===== config.mk =====
export PLATFORM = sky130hd
export DESIGN_NAME = fifo_to_ram_writer_flat
export DESIGN_NICKNAME = d
export VERILOG_FILES = /design/src/rtl/fifo_to_ram_writer_pkg.sv /design/src/rtl/fifo_to_ram_writer_if.sv /design/src/rtl/fifo_to_ram_writer.sv /design/src/flat_wrapper.sv
export SDC_FILE = /design/constraint.sdc
export NUM_CORES = 1
export LEC_CHECK = 0
export BUFFER_PORTS_ARGS = -buffer_cell sky130_fd_sc_hd__buf_2
export CORE_MARGIN = 10
export CORE_UTILIZATION = 35
export DETAILED_ROUTE_END_ITERATION = 10
export PLACE_DENSITY = 0.75
export SYNTH_ARGS = -nofsm -noshare
export SYNTH_HDL_FRONTEND = slang
export SYNTH_SLANG_ARGS = --single-unit
export TNS_END_PERCENT = 1

===== constraint.sdc =====
create_clock -name rvclk -period 3 [get_ports rvclk]
set_input_delay 0.6 -clock rvclk [delete_from_list [all_inputs] [get_ports rvclk]]
set_output_delay 0.6 -clock rvclk [all_outputs]
set_load 0.1 [all_outputs]

===== src/rtl/fifo_to_ram_writer_pkg.sv =====
// Shared types and constants for the FIFO-to-RAM drain stage.
// Holds the FSM encoding, default bus widths and the counter-width helper.
package fifo_to_ram_writer_pkg;

  typedef enum logic [1:0] {
    IDLE = 2'd0,
    RUN  = 2'd1,
    DONE = 2'd2
  } state_e;

  localparam int DEF_DATA_W = 32;
  localparam int DEF_ADDR_W = 5;

  // Ceiling log2, never smaller than 1 so a counter always has at least one bit.
  function automatic int clog2(input int value);
    int r;
    r = 0;
    for (int i = 0; i < 31; i++) begin
      if ((1 << i) < value) r = i + 1;
    end
    return (r < 1) ? 1 : r;
  endfunction

endpackage


===== src/rtl/fifo_to_ram_writer_if.sv =====
// FIFO read port plus RAM write port seen by the drain stage.
// master = the writer itself, slave = the FIFO/RAM side.
interface fifo_to_ram_writer_if
  import fifo_to_ram_writer_pkg::*;
#(
  parameter int DATA_W = DEF_DATA_W,
  parameter int ADDR_W = DEF_ADDR_W
) ();

  logic              fifo_rdempty;
  logic [DATA_W-1:0] fifo_out;
  logic              fifo_rdeq;
  logic              ram_we;
  logic [ADDR_W-1:0] ram_addr;
  logic [DATA_W-1:0] ram_din;

  modport master (
    input  fifo_rdempty, fifo_out,
    output fifo_rdeq, ram_we, ram_addr, ram_din
  );

  modport slave (
    output fifo_rdempty, fifo_out,
    input  fifo_rdeq, ram_we, ram_addr, ram_din
  );

endinterface


===== src/rtl/fifo_to_ram_writer.sv =====
// Drains XFER_LEN words from the FIFO read port into consecutive RAM addresses
// starting at BASE_ADDR; one start pulse per transfer, one done pulse at the end.
module fifo_to_ram_writer
  import fifo_to_ram_writer_pkg::*;
#(
  parameter int DATA_W    = DEF_DATA_W,
  parameter int ADDR_W    = DEF_ADDR_W,
  parameter int XFER_LEN  = 32,
  parameter int BASE_ADDR = 0,
  localparam int CNT_W    = clog2(XFER_LEN + 1)
) (
  input  logic                  rvclk,
  input  logic                  rst_n,
  input  logic                  start,
  fifo_to_ram_writer_if.master  bus,
  output logic                  busy,
  output logic                  done,
  output logic [CNT_W-1:0]      wr_cnt
);

  localparam logic [CNT_W-1:0]  LEN_C  = CNT_W'(XFER_LEN);
  localparam logic [CNT_W-1:0]  LAST_C = CNT_W'(XFER_LEN - 1);
  localparam logic [CNT_W-1:0]  ONE_C  = CNT_W'(1);
  localparam logic [ADDR_W-1:0] BASE_C = ADDR_W'(BASE_ADDR);

  state_e           state_q, state_d;
  logic [CNT_W-1:0] iss_cnt;
  logic             rd_vld;
  logic             rdeq;

  always_comb begin
    state_d = state_q;
    rdeq    = 1'b0;
    busy    = 1'b0;
    done    = 1'b0;
    case (state_q)
      IDLE: begin
        if (start) state_d = RUN;
      end
      RUN: begin
        busy = 1'b1;
        // Issue limit keeps the FIFO from being over-read while the last word is in flight.
        rdeq = ~bus.fifo_rdempty & (iss_cnt < LEN_C);
        if (rd_vld && (wr_cnt == LAST_C)) state_d = DONE;
      end
      DONE: begin
        done    = 1'b1;
        state_d = IDLE;
      end
      default: state_d = IDLE;
    endcase
  end

  // Stage p0 -> p1: read request becomes write strobe one cycle later
  always_ff @(posedge rvclk or negedge rst_n) begin
    if (!rst_n) begin
      state_q <= IDLE;
      iss_cnt <= '0;
      wr_cnt  <= '0;
      rd_vld  <= 1'b0;
    end else begin
      state_q <= state_d;
      rd_vld  <= rdeq;
      if ((state_q == IDLE) && start) begin
        iss_cnt <= '0;
        wr_cnt  <= '0;
      end else begin
        if (rdeq)   iss_cnt <= iss_cnt + ONE_C;
        if (rd_vld) wr_cnt  <= wr_cnt + ONE_C;
      end
    end
  end

  // Address wraps modulo 2^ADDR_W; data comes straight from the FIFO output register.
  assign bus.fifo_rdeq = rdeq;
  assign bus.ram_we    = rd_vld;
  assign bus.ram_din   = bus.fifo_out;
  assign bus.ram_addr  = BASE_C + ADDR_W'(wr_cnt);

endmodule

===== src/flat_wrapper.sv =====
// flat-port wrapper written by rule: the top's interface ports become plain ports
module fifo_to_ram_writer_flat import fifo_to_ram_writer_pkg::*;
#(
  parameter int DATA_W    = DEF_DATA_W,
  parameter int ADDR_W    = DEF_ADDR_W,
  parameter int XFER_LEN  = 32,
  parameter int BASE_ADDR = 0,
  localparam int CNT_W    = clog2(XFER_LEN + 1)
)
  (rvclk, rst_n, start, busy, done, wr_cnt, bus_fifo_rdempty, bus_fifo_out, bus_fifo_rdeq, bus_ram_we, bus_ram_addr, bus_ram_din);
  fifo_to_ram_writer_if #(.DATA_W(DATA_W), .ADDR_W(ADDR_W)) bus_i ();
  input  logic rvclk;
  input  logic rst_n;
  input  logic start;
  output logic busy;
  output logic done;
  output logic [CNT_W-1:0] wr_cnt;
  input wire logic [$bits(bus_i.fifo_rdempty)-1:0] bus_fifo_rdempty;
  input wire logic [$bits(bus_i.fifo_out)-1:0] bus_fifo_out;
  output wire logic [$bits(bus_i.fifo_rdeq)-1:0] bus_fifo_rdeq;
  output wire logic [$bits(bus_i.ram_we)-1:0] bus_ram_we;
  output wire logic [$bits(bus_i.ram_addr)-1:0] bus_ram_addr;
  output wire logic [$bits(bus_i.ram_din)-1:0] bus_ram_din;
  assign bus_i.fifo_rdempty = bus_fifo_rdempty;
  assign bus_i.fifo_out = bus_fifo_out;
  assign bus_fifo_rdeq = bus_i.fifo_rdeq;
  assign bus_ram_we = bus_i.ram_we;
  assign bus_ram_addr = bus_i.ram_addr;
  assign bus_ram_din = bus_i.ram_din;
  fifo_to_ram_writer #(.DATA_W(DATA_W), .ADDR_W(ADDR_W), .XFER_LEN(XFER_LEN), .BASE_ADDR(BASE_ADDR)) u_core (.rvclk(rvclk), .rst_n(rst_n), .start(start), .bus(bus_i), .busy(busy), .done(done), .wr_cnt(wr_cnt));
endmodule

## After elaboration in Yosys (flattened, before gate mapping)

Cells that the tools add are included.

| word-level totals | value |
|---|---|
| output and inout bits | 47 |
| bits in registers | 15 |
| bits of input ports | 36 |

| cells by class | value |
|---|---|
| bitwise gates (word level) | 2 |
| eq/ne operators | 5 |
| add/subtract/negate cells | 2 |
| multiplexer cells | 10 |
| magnitude comparators | 1 |
| reduce and logical (&&, ||, !) cells | 6 |

Operator list:

| operator | count |
|---|---|
| $mux W6 | 4 |
| $add A6 B1 Y6 const B | 2 |
| $eq A6 B5 Y1 const B | 1 |
| $lt A6 B6 Y1 const B | 1 |
| $mux W2 | 2 |
| $pmux W2 S2 | 1 |
| $reduce_bool A2 Y1 | 2 |
| $mux W1 | 3 |
| $eq A2 B1 Y1 const B | 1 |
| $eq A2 B2 Y1 const B | 1 |
| $logic_and A1 B1 Y1 | 2 |
| $logic_not A2 Y1 | 1 |
| $ne A2 B1 Y1 const B | 1 |
| $ne A2 B2 Y1 const B | 1 |
| $reduce_and A2 Y1 | 1 |
| $and A1 B1 Y1 | 1 |
| $not A1 Y1 | 1 |

## Longest topological paths before layout

Gate-level depths: netlist of the first run.

| logic depth | value |
|---|---|
| depth in word-level cells | 5 |
| depth in mapped cells | 4 |
| gate-level depth less buffers | 4 |

## Worst setup path before layout of the first run

No wires, ideal clock.

| timing | value |
|---|---|
| path kind | input to output |
| start point | input bus_fifo_rdempty |
| end point | output bus_fifo_rdeq |
| cell stages on the path | 2 |
| path slack | 580 ps |
| arrival | 1,820 ps |
| required time | 2,400 ps |
| cells stage by stage | or4b_4 inv_1 |

| on the way | value |
|---|---|
| cells in the longest elaborated chain, start to end | 3 |

Ends and longest elaborated chain:

| element | RTL line | source |
|---|---|---|
| start, declared | flat_wrapper.sv:18 | `input wire logic [$bits(bus_i.fifo_rdempty)-1:0] bus_fifo_rdempty;` |
| $not A1 Y1 | fifo_to_ram_writer.sv:43 | `rdeq = ~bus.fifo_rdempty & (iss_cnt < LEN_C);` |
| $and A1 B1 Y1 | fifo_to_ram_writer.sv:43 |  |
| $mux W1 | fifo_to_ram_writer.sv:36 | `case (state_q)` |
| end, declared | flat_wrapper.sv:20 | `output wire logic [$bits(bus_i.fifo_rdeq)-1:0] bus_fifo_rdeq;` |

No other way between the ends.

## Worst setup path after layout of the first run

| timing | value |
|---|---|
| start point | register u_core.state_q[1] |
| end point | output bus_fifo_rdeq |

| on the way | value |
|---|---|
| cells in the longest elaborated chain, start to end | 2 |

Ends and longest elaborated chain:

| element | RTL line | source |
|---|---|---|
| start, declared | fifo_to_ram_writer.sv:26 | `state_e state_q, state_d;` |
| start signal, assigned | fifo_to_ram_writer.sv:62 | `state_q <= state_d;` |
| $eq A2 B1 Y1 | fifo_to_ram_writer.sv:36 |  |
| $mux W1 | fifo_to_ram_writer.sv:36 |  |

No other way between the ends.

==> run_results.csv, run 1 <==
group,metric,value,unit
die,start_util,37.5,%
pwr,p_leak,0.406,nW
placed_design,globalplace.congestion,0.816,
global_route,grt_max_degree,16,
clock_network,insertion_delay,0.28,ns
synthesis,yosys.area_share.simple,16.4,%
timing,timing.slew.headroom,67.0,%
clock_network,cts_resized,0,
pwr,peakVddDrop,0.829,mV
global_route,grt.total_usage,6.92,%
layout,diodes,0,
timing,timing.fmax,393,MHz
synthesis,yosys.area.top_type,"dfrtp_1",
clock_network,cts_hold_buf,0,
clock_network,clock_path_buffers,2,
synthesis,yosysWarnings,0,
critical_path,worstRegToRegCells,3,
synthesis,synth_top_family_by_area,"buffers and inverters",
critical_path,critical_path.startpoint_type,"flip-flop",
global_route,use_met2,10.4,%
critical_path,arrival,1.94,ns
synthesis,syn_area_per_cell,9.63,µm²
critical_path,rrSetupSlack,1.35,ns
critical_path,cp.required,2.40,ns
layout,drive_above_1_share,28.2,%
global_route,grt.overflow.total,0,
layout,layout_commonest_cell,"buf_2",
synthesis,synth-seq-area-share,39.4,%
layout,areaGrowthSynthToFinish,-12.2,%
synthesis,synth_area_leaders,"dfrtp_1 39%, buf_4 29%, nand2_1 2.8%, xor2_1 2.8%, ha_1 2.6%",
routing,routed-via-count,585,
pwr,p_sw,0.899,mW
routing,viasPerCell,5.09,
global_route,busiest_layer,"met2",
pwr,powerDensity,1650,nW/µm²
timing,period_needed,2.54,ns
layout,nets,124,
timing,setup-violations-final,0,
routing,drc,0,
timing,slew_viol_final,0,
synthesis,syn-num-nets,137,
synthesis,synth_fa_ha_area_share,2.62,%
timing,hold_viol_final,0,
timing,final.setup.tns,0,ns
run_status,outcome,"finished, final reports clean",
placed_design,io_buffer_count,18,
routing,drt_iter0_markers,20,
synthesis,synth_top_area_share,39.4,%
synthesis,synth-compound-area-share,4.99,%
pwr,swShare,65.1,%
global_route,globalRouteMet3Util,5.17,%
clock_network,clk_pin_slew_worst_paths,0.09,ns
die,pin_count,83,
global_route,grt_use_met1,6.31,%
synthesis,netlist_area,953,µm²
global_route,grt_first_pass_wirelength,2.95,mm
routing,ant_nets,0,
timing,period_share,84.8,%
critical_path,crit_type,"reg2out",
pwr,p_int,0.482,mW
routing,wl_per_cell,15.2,µm
timing,rsz0062_at_grt,"false",
worst_hold_path,hp-class,"in2async",
pwr,power_frac_seq,27.0,%
global_route,grt_pass1_vias,628,
die,die_h,72.2,µm
synthesis,synth_xor_area_share,4.59,%
synthesis,ys_seq_elements,15,
clock_network,htree_levels,1,
die,fp-row-count,18,
routing,wl,1.75,mm
placed_design,dpl.hpwl,1.38,mm
timing,clock_skew,0.00516,ns
clock_network,post-cts-setup-buffers,0,
clock_network,clkSinkCount,15,
clock_network,cts_tree,"built",
clock_network,numCtsBuffers,3,
die,fp.dieW,72.2,µm
flow_run,maxCapViolations,0,
routing,firstDrtPassIters,4,
critical_path,worst_setup_path_end_kind,"output port",
layout,fin_util,32.9,%
die,die-area,5210,µm²
pwr,p_comb_share,64.8,%
synthesis,synth_cell_types,24,
die,core_area,2540,µm²
pwr,clkPwrFrac,8.2,%
layout,final_cell_mix,"18 x buf_2, 15 x dfrtp_1, 7 x nand2_1, 6 x nor2_1",
critical_path,path_max_fanout,6,
synthesis,synthMuxAreaShare,2.10,%
timing,worstMarginPinSlew,0.499,ns
global_route,antenna_found_initial,0,
clock_network,root_buffer,"clkbuf_4",
synthesis,syn_inst,99,
## Yosys cell counts
| cell type | number |
|---|---|
| or3_1 | 2 |
| o21ai_0 | 3 |
| or4_1 | 1 |
| nand2b_1 | 1 |
| or4b_4 | 1 |
| nor3b_1 | 2 |
| and2_1 | 1 |
| a32o_1 | 1 |
| nand2_1 | 7 |
| nand3_1 | 2 |
| nand4_1 | 2 |
| nor2b_1 | 1 |
| buf_4 | 37 |
| dfrtp_1 | 15 |
| o211ai_1 | 1 |
| mux2i_1 | 2 |
| inv_1 | 2 |
| ha_1 | 2 |
| nor2_1 | 6 |
| and4_1 | 1 |
| xor2_1 | 3 |
| a21oi_1 | 3 |
| or3b_2 | 1 |
| xnor2_1 | 2 |
## stage by stage
| step | hold WS [ns] | instance area [µm²] | instances | setup slack (ns) | total power [mW] |
|---|---|---|---|---|---|
| CTS | 0.215 | 837 | 115 | 0.455 | 1.39 |
| global placement | 0.495 | 811 | 111 | 0.522 | 1.27 |
| global route | 0.207 | 837 | 115 | 0.374 | 1.47 |
| floorplan | 0.304 | 953 | 99 | 0.580 | 1.38 |
| finish | 0.202 | 837 | 115 | 0.455 | 1.38 |
| detailed placement | 0.507 | 811 | 111 | 0.502 | 1.28 |
## flip-flops by register name (all words and copies together) (netlist names)
signal,count
u_core.bus.ram_we,1
u_core.iss_cnt,6
u_core.state_q,2
u_core.wr_cnt,6
## final timing paths
path,from,end
min in group rvclk,u_core.iss_cnt[5],u_core.iss_cnt[5]
worst min register to register,u_core.iss_cnt[5],u_core.iss_cnt[5]
worst min-delay path,rst_n,u_core.wr_cnt[4]
worst max-delay path,u_core.state_q[1],bus_fifo_rdeq
max in group asynchronous,rst_n,u_core.bus.ram_we
worst max register to register,u_core.state_q[1],u_core.iss_cnt[3]
## area by class of cell
type                       count  area, µm²
clock buffer                   4       26.3
fill                         278       1710
inverter                       2       7.51
multi-input combinational     45        293
sequential                    15        375
tap                           30       37.5
timing repair buffer          19       97.6
## routing by layer
metal  wire length (µm)  vias up
li1                   -      265
met1                606      263
met2                776       39
met3                296       18
met4                 71        0
met5                  0        -
## worst max-delay path, stage by stage (launching register included)
cell,delay [ns]
dfrtp_1,0.42
or4b_4,0.59
inv_1,0.19
buf_2,0.47
## power by group through the flow
stage	clock (mW)	combinational (mW)	sequential, mW
6_report	0.113	0.895	0.373
3_3_place_gp	0	0.894	0.371
3_5_place_dp	0	0.902	0.379
2_1_floorplan	0	0.716	0.663
5_1_grt	0.131	0.942	0.393
4_1_cts	0.116	0.904	0.375
## logic make-up after synthesis
family | after synthesis
buffers and inverters | 39
AND/OR/NAND/NOR | 28
flip-flops | 15
AO/OA/AOI/OAI | 8
XOR/XNOR | 5
multiplexers | 2
adder cells (fa/ha/maj) | 2
Note: power is estimated with default switching activity, not from simulation.
==> run 2, diff against run 1 <==
==> constraint.sdc (replaced) <==
create_clock -name rvclk -period 2.39 [get_ports rvclk]
set_input_delay 0.478 -clock rvclk [delete_from_list [all_inputs] [get_ports rvclk]]
set_output_delay 0.478 -clock rvclk [all_outputs]
set_load 0.1 [all_outputs]
==> run 2 against run 1 <==
  * Die area unchanged
  * Worst hold slack lost 0.13 ns
  * Sequential cell count unchanged
  * Critical endpoint unchanged
  * Largest cell class unchanged
==> run_results.csv, run 2 (synthesis gave the netlist of run 1 again) <==
group,metric,value,unit
run_status,outcome,"finished, final reports clean",
timing,rsz0062_at_grt,"false",
pwr,powerDensity,2050,nW/µm²
timing,timing.fmax,451,MHz
routing,drc,0,
clock_network,post-cts-setup-buffers,0,
clock_network,cts_resized,0,
layout,top_regs,"u_core.iss_cnt: 6 flops, u_core.wr_cnt: 6 flops, u_core.state_q: 2 flops",
clock_network,clk_pin_slew_worst_paths,0.08,ns
layout,nets,124,
layout,layout_commonest_cell,"buf_2",
clock_network,insertion_delay,0.28,ns
critical_path,worst_setup_path_end_kind,"output port",
clock_network,htree_levels,1,
timing,slew_viol_final,0,
timing,hold_viol_final,0,
global_route,grt.total_usage,6.82,%
placed_design,globalplace.congestion,0.813,
global_route,grt_first_pass_wirelength,2.88,mm
die,die-area,5210,µm²
routing,drt_iter0_markers,34,
timing,final.setup.tns,0,ns
routing,routed-via-count,584,
routing,wl_per_cell,15.1,µm
placed_design,dpl.hpwl,1.35,mm
clock_network,cts_hold_buf,0,
die,pin_count,83,
pwr,p_leak,0.411,nW
layout,final_cell_mix,"17 x buf_2, 15 x dfrtp_1, 7 x nand2_1, 6 x nor2_1",
critical_path,crit_chain,"or4b_4, inv_1, buf_12",
clock_network,clkSinkCount,15,
global_route,grt_pass1_vias,617,
die,core_area,2540,µm²
routing,ant_nets,0,
timing,setup-violations-final,0,
timing,clock_skew,0.00694,ns
layout,fin_util,33.5,%
layout,areaGrowthSynthToFinish,-10.6,%
routing,firstDrtPassIters,4,
critical_path,slowest_delay,0.59,ns
flow_run,maxCapViolations,0,
timing,period_share,92.7,%
worst_hold_path,hp-class,"in2async",
timing,period_needed,2.22,ns
routing,viasPerCell,5.08,
die,die_h,72.2,µm
placed_design,io_buffer_count,18,
global_route,grt.overflow.total,0,
pwr,peakVddDrop,1.25,mV
clock_network,cts_tree,"built",
critical_path,path_max_fanout,6,
global_route,antenna_found_initial,0,
layout,drive_above_1_share,28.2,%
die,start_util,37.5,%
critical_path,critical_path.startpoint_type,"flip-flop",
die,fp.dieW,72.2,µm
layout,diodes,0,
timing,timing.slew.headroom,67.5,%
clock_network,root_buffer,"clkbuf_4",
pwr,total_power,1.75,mW
timing,worstMarginPinSlew,0.491,ns
timing,setup_slack,0.175,ns
global_route,grt_max_degree,16,
critical_path,arrival,1.74,ns
die,fp-row-count,18,
clock_network,clock_path_buffers,2,
critical_path,critPathSlowestCell,"or4b_4",
critical_path,cp.required,1.91,ns
clock_network,numCtsBuffers,3,
critical_path,crit_type,"reg2out",
routing,wl,1.74,mm
placed_design,place_ws,0.342,ns
run 2: final timing paths:
check | startpoint | end | cells past startpoint | slack [ns]
worst max register to register | u_core.state_q[1] | u_core.iss_cnt[3] | 3 | 0.76
worst min-delay path | rst_n | u_core.wr_cnt[4] | 1 | 0.07
worst max-delay path | u_core.state_q[1] | bus_fifo_rdeq | 3 | 0.17
min in group rvclk | u_core.iss_cnt[5] | u_core.iss_cnt[5] | 1 | 0.51
worst min register to register | u_core.iss_cnt[5] | u_core.iss_cnt[5] | 1 | 0.51
max in group asynchronous | rst_n | u_core.state_q[1] | 1 | 2.07
run 2: area by class of cell:
class                      count  area, µm²
multi-input combinational     45        293
inverter                       2       7.51
timing repair buffer          19        113
fill                         268       1690
tap                           30       37.5
sequential                    15        375
clock buffer                   4       26.3
run 2: metal layers:
| metal | up-vias | track usage, % | wire, µm |
|---|---|---|---|
| li1 | 264 | - | - |
| met1 | 265 | 6.95 | 642 |
| met2 | 39 | 10.0 | 744 |
| met3 | 16 | 4.49 | 301 |
| met4 | 0 | 4.52 | 53 |
| met5 | - | 0 | 0 |
run 2: critical path: cells and delay by family, from the launching register on:
kind / cells / cell delay, ns
simple gates: 1 / 0.59
flops: 1 / 0.42
buf+inv: 2 / 0.45
run 2: power breakdown:
group	internal (mW)	switching (mW)
Combinational	0.199	0.939
Sequential	0.355	0.117
Clock	0.0649	0.0754
Total	0.618	1.13
run 2: metrics by stage:
stage / area [µm²] / instances / hold WS (ns)
2_1_floorplan: 953 / 99 / 0.182
3_5_place_dp: 826 / 111 / 0.397
3_3_place_gp: 826 / 111 / 0.397
6_report: 852 / 115 / 0.0740
5_1_grt: 852 / 115 / 0.0860
4_1_cts: 852 / 115 / 0.0856
==> run 3, diff against run 2 <==
--- a/config.mk
+++ b/config.mk
@@ -5,11 +5,13 @@
 export SDC_FILE = /design/constraint.sdc
 export NUM_CORES = 1
 export LEC_CHECK = 0
+export ABC_AREA = 1
 export BUFFER_PORTS_ARGS = -buffer_cell sky130_fd_sc_hd__buf_2
 export CORE_MARGIN = 10
 export CORE_UTILIZATION = 35
 export DETAILED_ROUTE_END_ITERATION = 10
-export PLACE_DENSITY = 0.75
+export GPL_ROUTABILITY_DRIVEN = 0
+export PLACE_DENSITY = 0.73
 export SYNTH_ARGS = -nofsm -noshare
 export SYNTH_HDL_FRONTEND = slang
 export SYNTH_SLANG_ARGS = --single-unit
==> run 3 against run 2 <==
  * Synthesized cell count increased by 20%
  * Area after synthesis increased by 9.2%
  * Clock skew decreased by 0.0041 ns
  * Highest routed layer unchanged
  * Power decreased by 77%
==> run_results.csv, run 3 <==
group,metric,value,unit
critical_path,critical_path.startpoint_type,"flip-flop",
synthesis,yosysWarnings,0,
global_route,grt.total_usage,6.82,%
timing,final.setup.tns,0,ns
pwr,swShare,22.7,%
synthesis,syn_inst,119,
synthesis,synthTopCellsByCount,"37 x buf_4, 18 x nand2_1, 15 x dfrtp_1, 9 x inv_1, 7 x nor2_1",
pwr,peakVddDrop,0.120,mV
clock_network,clock_path_buffers,2,
global_route,antenna_found_initial,0,
synthesis,yosys.area.top_type,"dfrtp_1",
pwr,p_int,0.318,mW
critical_path,crit_end,"bus_fifo_rdeq",
die,fp-row-count,19,
timing,whs,0.0788,ns
die,fp.dieW,74.5,µm
worst_hold_path,hp-class,"in2async",
critical_path,reg2reg_to,"u_core.iss_cnt[4]",
critical_path,crit_type,"reg2out",
synthesis,synth_area_leaders,"dfrtp_1 36%, buf_4 27%, nand2_1 6.5%, inv_1 3.2%, a21oi_1 2.9%",
routing,drc,0,
critical_path,arrival,1.48,ns
run_status,outcome,"finished, final reports clean",
timing,clock_skew,0.00283,ns
timing,period_needed,1.96,ns
routing,firstDrtPassIters,4,
layout,nets,142,
synthesis,syn-num-nets,157,
clock_network,clk_pin_slew_worst_paths,0.10,ns
global_route,grt.overflow.total,0,
timing,hold_viol_final,0,
routing,wl,1.90,mm
critical_path,rrSetupSlack,1.13,ns
clock_network,cts_tree,"built",
timing,timing.slew.headroom,67.3,%
pwr,power_frac_seq,61.7,%
synthesis,synth_edf_count,0,
die,die-area,5560,µm²
clock_network,insertion_delay,0.29,ns
synthesis,synth_cell_types,26,
routing,drt_iter0_markers,29,
die,pin_count,83,
synthesis,ys_async_sr_fraction,100,%
layout,diodes,0,
critical_path,cp.required,1.91,ns
clock_network,root_buffer,"clkbuf_4",
pwr,p_leak,0.520,nW
placed_design,dpl.hpwl,1.49,mm
critical_path,worst_setup_path_end_kind,"output port",
die,start_util,37.1,%
pwr,p_sw,0.0933,mW
synthesis,netlist_area,1040,µm²
critical_path,r2r-start,"u_core.state_q[0]",
clock_network,clkSinkCount,15,
layout,final_cell_mix,"18 x nand2_1, 18 x buf_2, 15 x dfrtp_1, 9 x inv_1, 7 x nor2_1",
clock_network,post-cts-setup-buffers,0,
clock_network,htree_levels,1,
placed_design,io_buffer_count,18,
global_route,grt_max_degree,16,
pwr,p_comb_share,1.9,%
timing,slew_viol_final,0,
synthesis,syn_area_per_cell,8.75,µm²
layout,final_cell_area,908,µm²
global_route,grt_first_pass_wirelength,2.97,mm
timing,worstMarginPinSlew,0.493,ns
pwr,powerDensity,452,nW/µm²
critical_path,path_max_fanout,9,
pwr,total_power,0.411,mW
clock_network,cts_hold_buf,0,
timing,timing.fmax,511,MHz
pwr,clkPwrFrac,36.4,%
layout,fin_util,32.4,%
synthesis,ys_seq_elements,15,
critical_path,worstRegToRegCells,6,
flow_run,maxCapViolations,0,
clock_network,numCtsBuffers,3,
global_route,grt_pass1_vias,629,
layout,areaGrowthSynthToFinish,-12.7,%
timing,setup-violations-final,0,
layout,top_regs,"u_core.iss_cnt: 6 flops, u_core.wr_cnt: 6 flops, u_core.state_q: 2 flops",
routing,ant_nets,0,
synthesis,synth_ff_type,"dfrtp_1",
synthesis,synth_top_area_share,36.1,%
timing,rsz0062_at_grt,"false",
routing,viasPerCell,4.74,
synthesis,synth-seq-area-share,36.1,%
die,die_h,74.5,µm
synthesis,yosysMostFrequentCell,"buf_4",
routing,routed-via-count,635,
die,core_area,2810,µm²
routing,wl_per_cell,14.2,µm
clock_network,cts_resized,0,
layout,drive_above_1_share,35.0,%
placed_design,place_area,881,µm²
timing,period_share,81.8,%
critical_path,crit_path_start,"u_core.iss_cnt[5]",
## run 3: changes by cell type in the layout (fill, tap and decap cells not counted), sizes merged, moves of 2 or more
cell / before / now
a21oi: 3 / 7
nor2: 6 / 9
nand3: 2 / 7
or3: 2 / 0
nand2: 7 / 20
mux2i: 2 / 0
inv: 2 / 11
xor2: 3 / 0
## run 3: logic make-up after synthesis
group           share of synthesized area (%)
buf+inv                                  32.0
mux                                      1.08
xor+xnor                                0.841
flops                                    36.1
fa+ha+maj                                2.40
compound gates                           5.89
simple gates                             21.8
## run 3: worst min-delay path by stage
stage           from           endpoint  slack [ns]  cells after the start
3_3_place_gp   rst_n   u_core.wr_cnt[0]        0.39                      1
5_1_grt        rst_n   u_core.wr_cnt[0]        0.08                      1
3_5_place_dp   rst_n   u_core.wr_cnt[0]        0.40                      1
4_1_cts        rst_n   u_core.wr_cnt[0]        0.08                      1
2_1_floorplan  rst_n  u_core.bus.ram_we        0.18                      0
6_report       rst_n   u_core.wr_cnt[0]        0.08                      1
## run 3: power by group through the flow
stage	combinational, mW	clock, mW	sequential, mW
2_1_floorplan	0.253	0	0.259
3_3_place_gp	0.00772	0	0.259
3_5_place_dp	0.00825	0	0.259
4_1_cts	0.00822	0.155	0.254
5_1_grt	0.00909	0.170	0.254
6_report	0.00778	0.150	0.254
## run 3: layout make-up
cell class / count / area, µm²
Fill cell: 290 / 1900
Sequential cell: 15 / 375
Multi-Input combinational cell: 55 / 333
Timing Repair Buffer: 18 / 90.1
Inverter: 11 / 43.8
Tap cell: 31 / 38.8
Clock buffer: 3 / 22.5
Clock inverter: 1 / 5.00
## run 3: worst max-delay path, cell delays in order, from the launching register on
cell and delay (ns):
dfrtp_1 0.38, inv_1 0.10, nand2_2 0.11, nor2_8 0.15, buf_2 0.45
## run 3: layer usage
| layer | routed length (µm) | up-vias | part of all wire [%] | global-route usage [%] |
|---|---|---|---|---|
| met1 | 673 | 288 | 35 | 6.67 |
| met5 | 0 | - | 0 | 0 |
| met3 | 282 | 22 | 15 | 2.79 |
| li1 | - | 303 | - | - |
| met2 | 864 | 22 | 45 | 11.0 |
| met4 | 78 | 0 | 4.1 | 5.88 |
## run 3: through the flow
| stage | cells | setup slack, ns |
|---|---|---|
| global route | 134 | 0.348 |
| detailed placement | 130 | 0.581 |
| CTS | 134 | 0.423 |
| floorplan | 119 | 0.233 |
| finish | 134 | 0.434 |
| global placement | 130 | 0.590 |
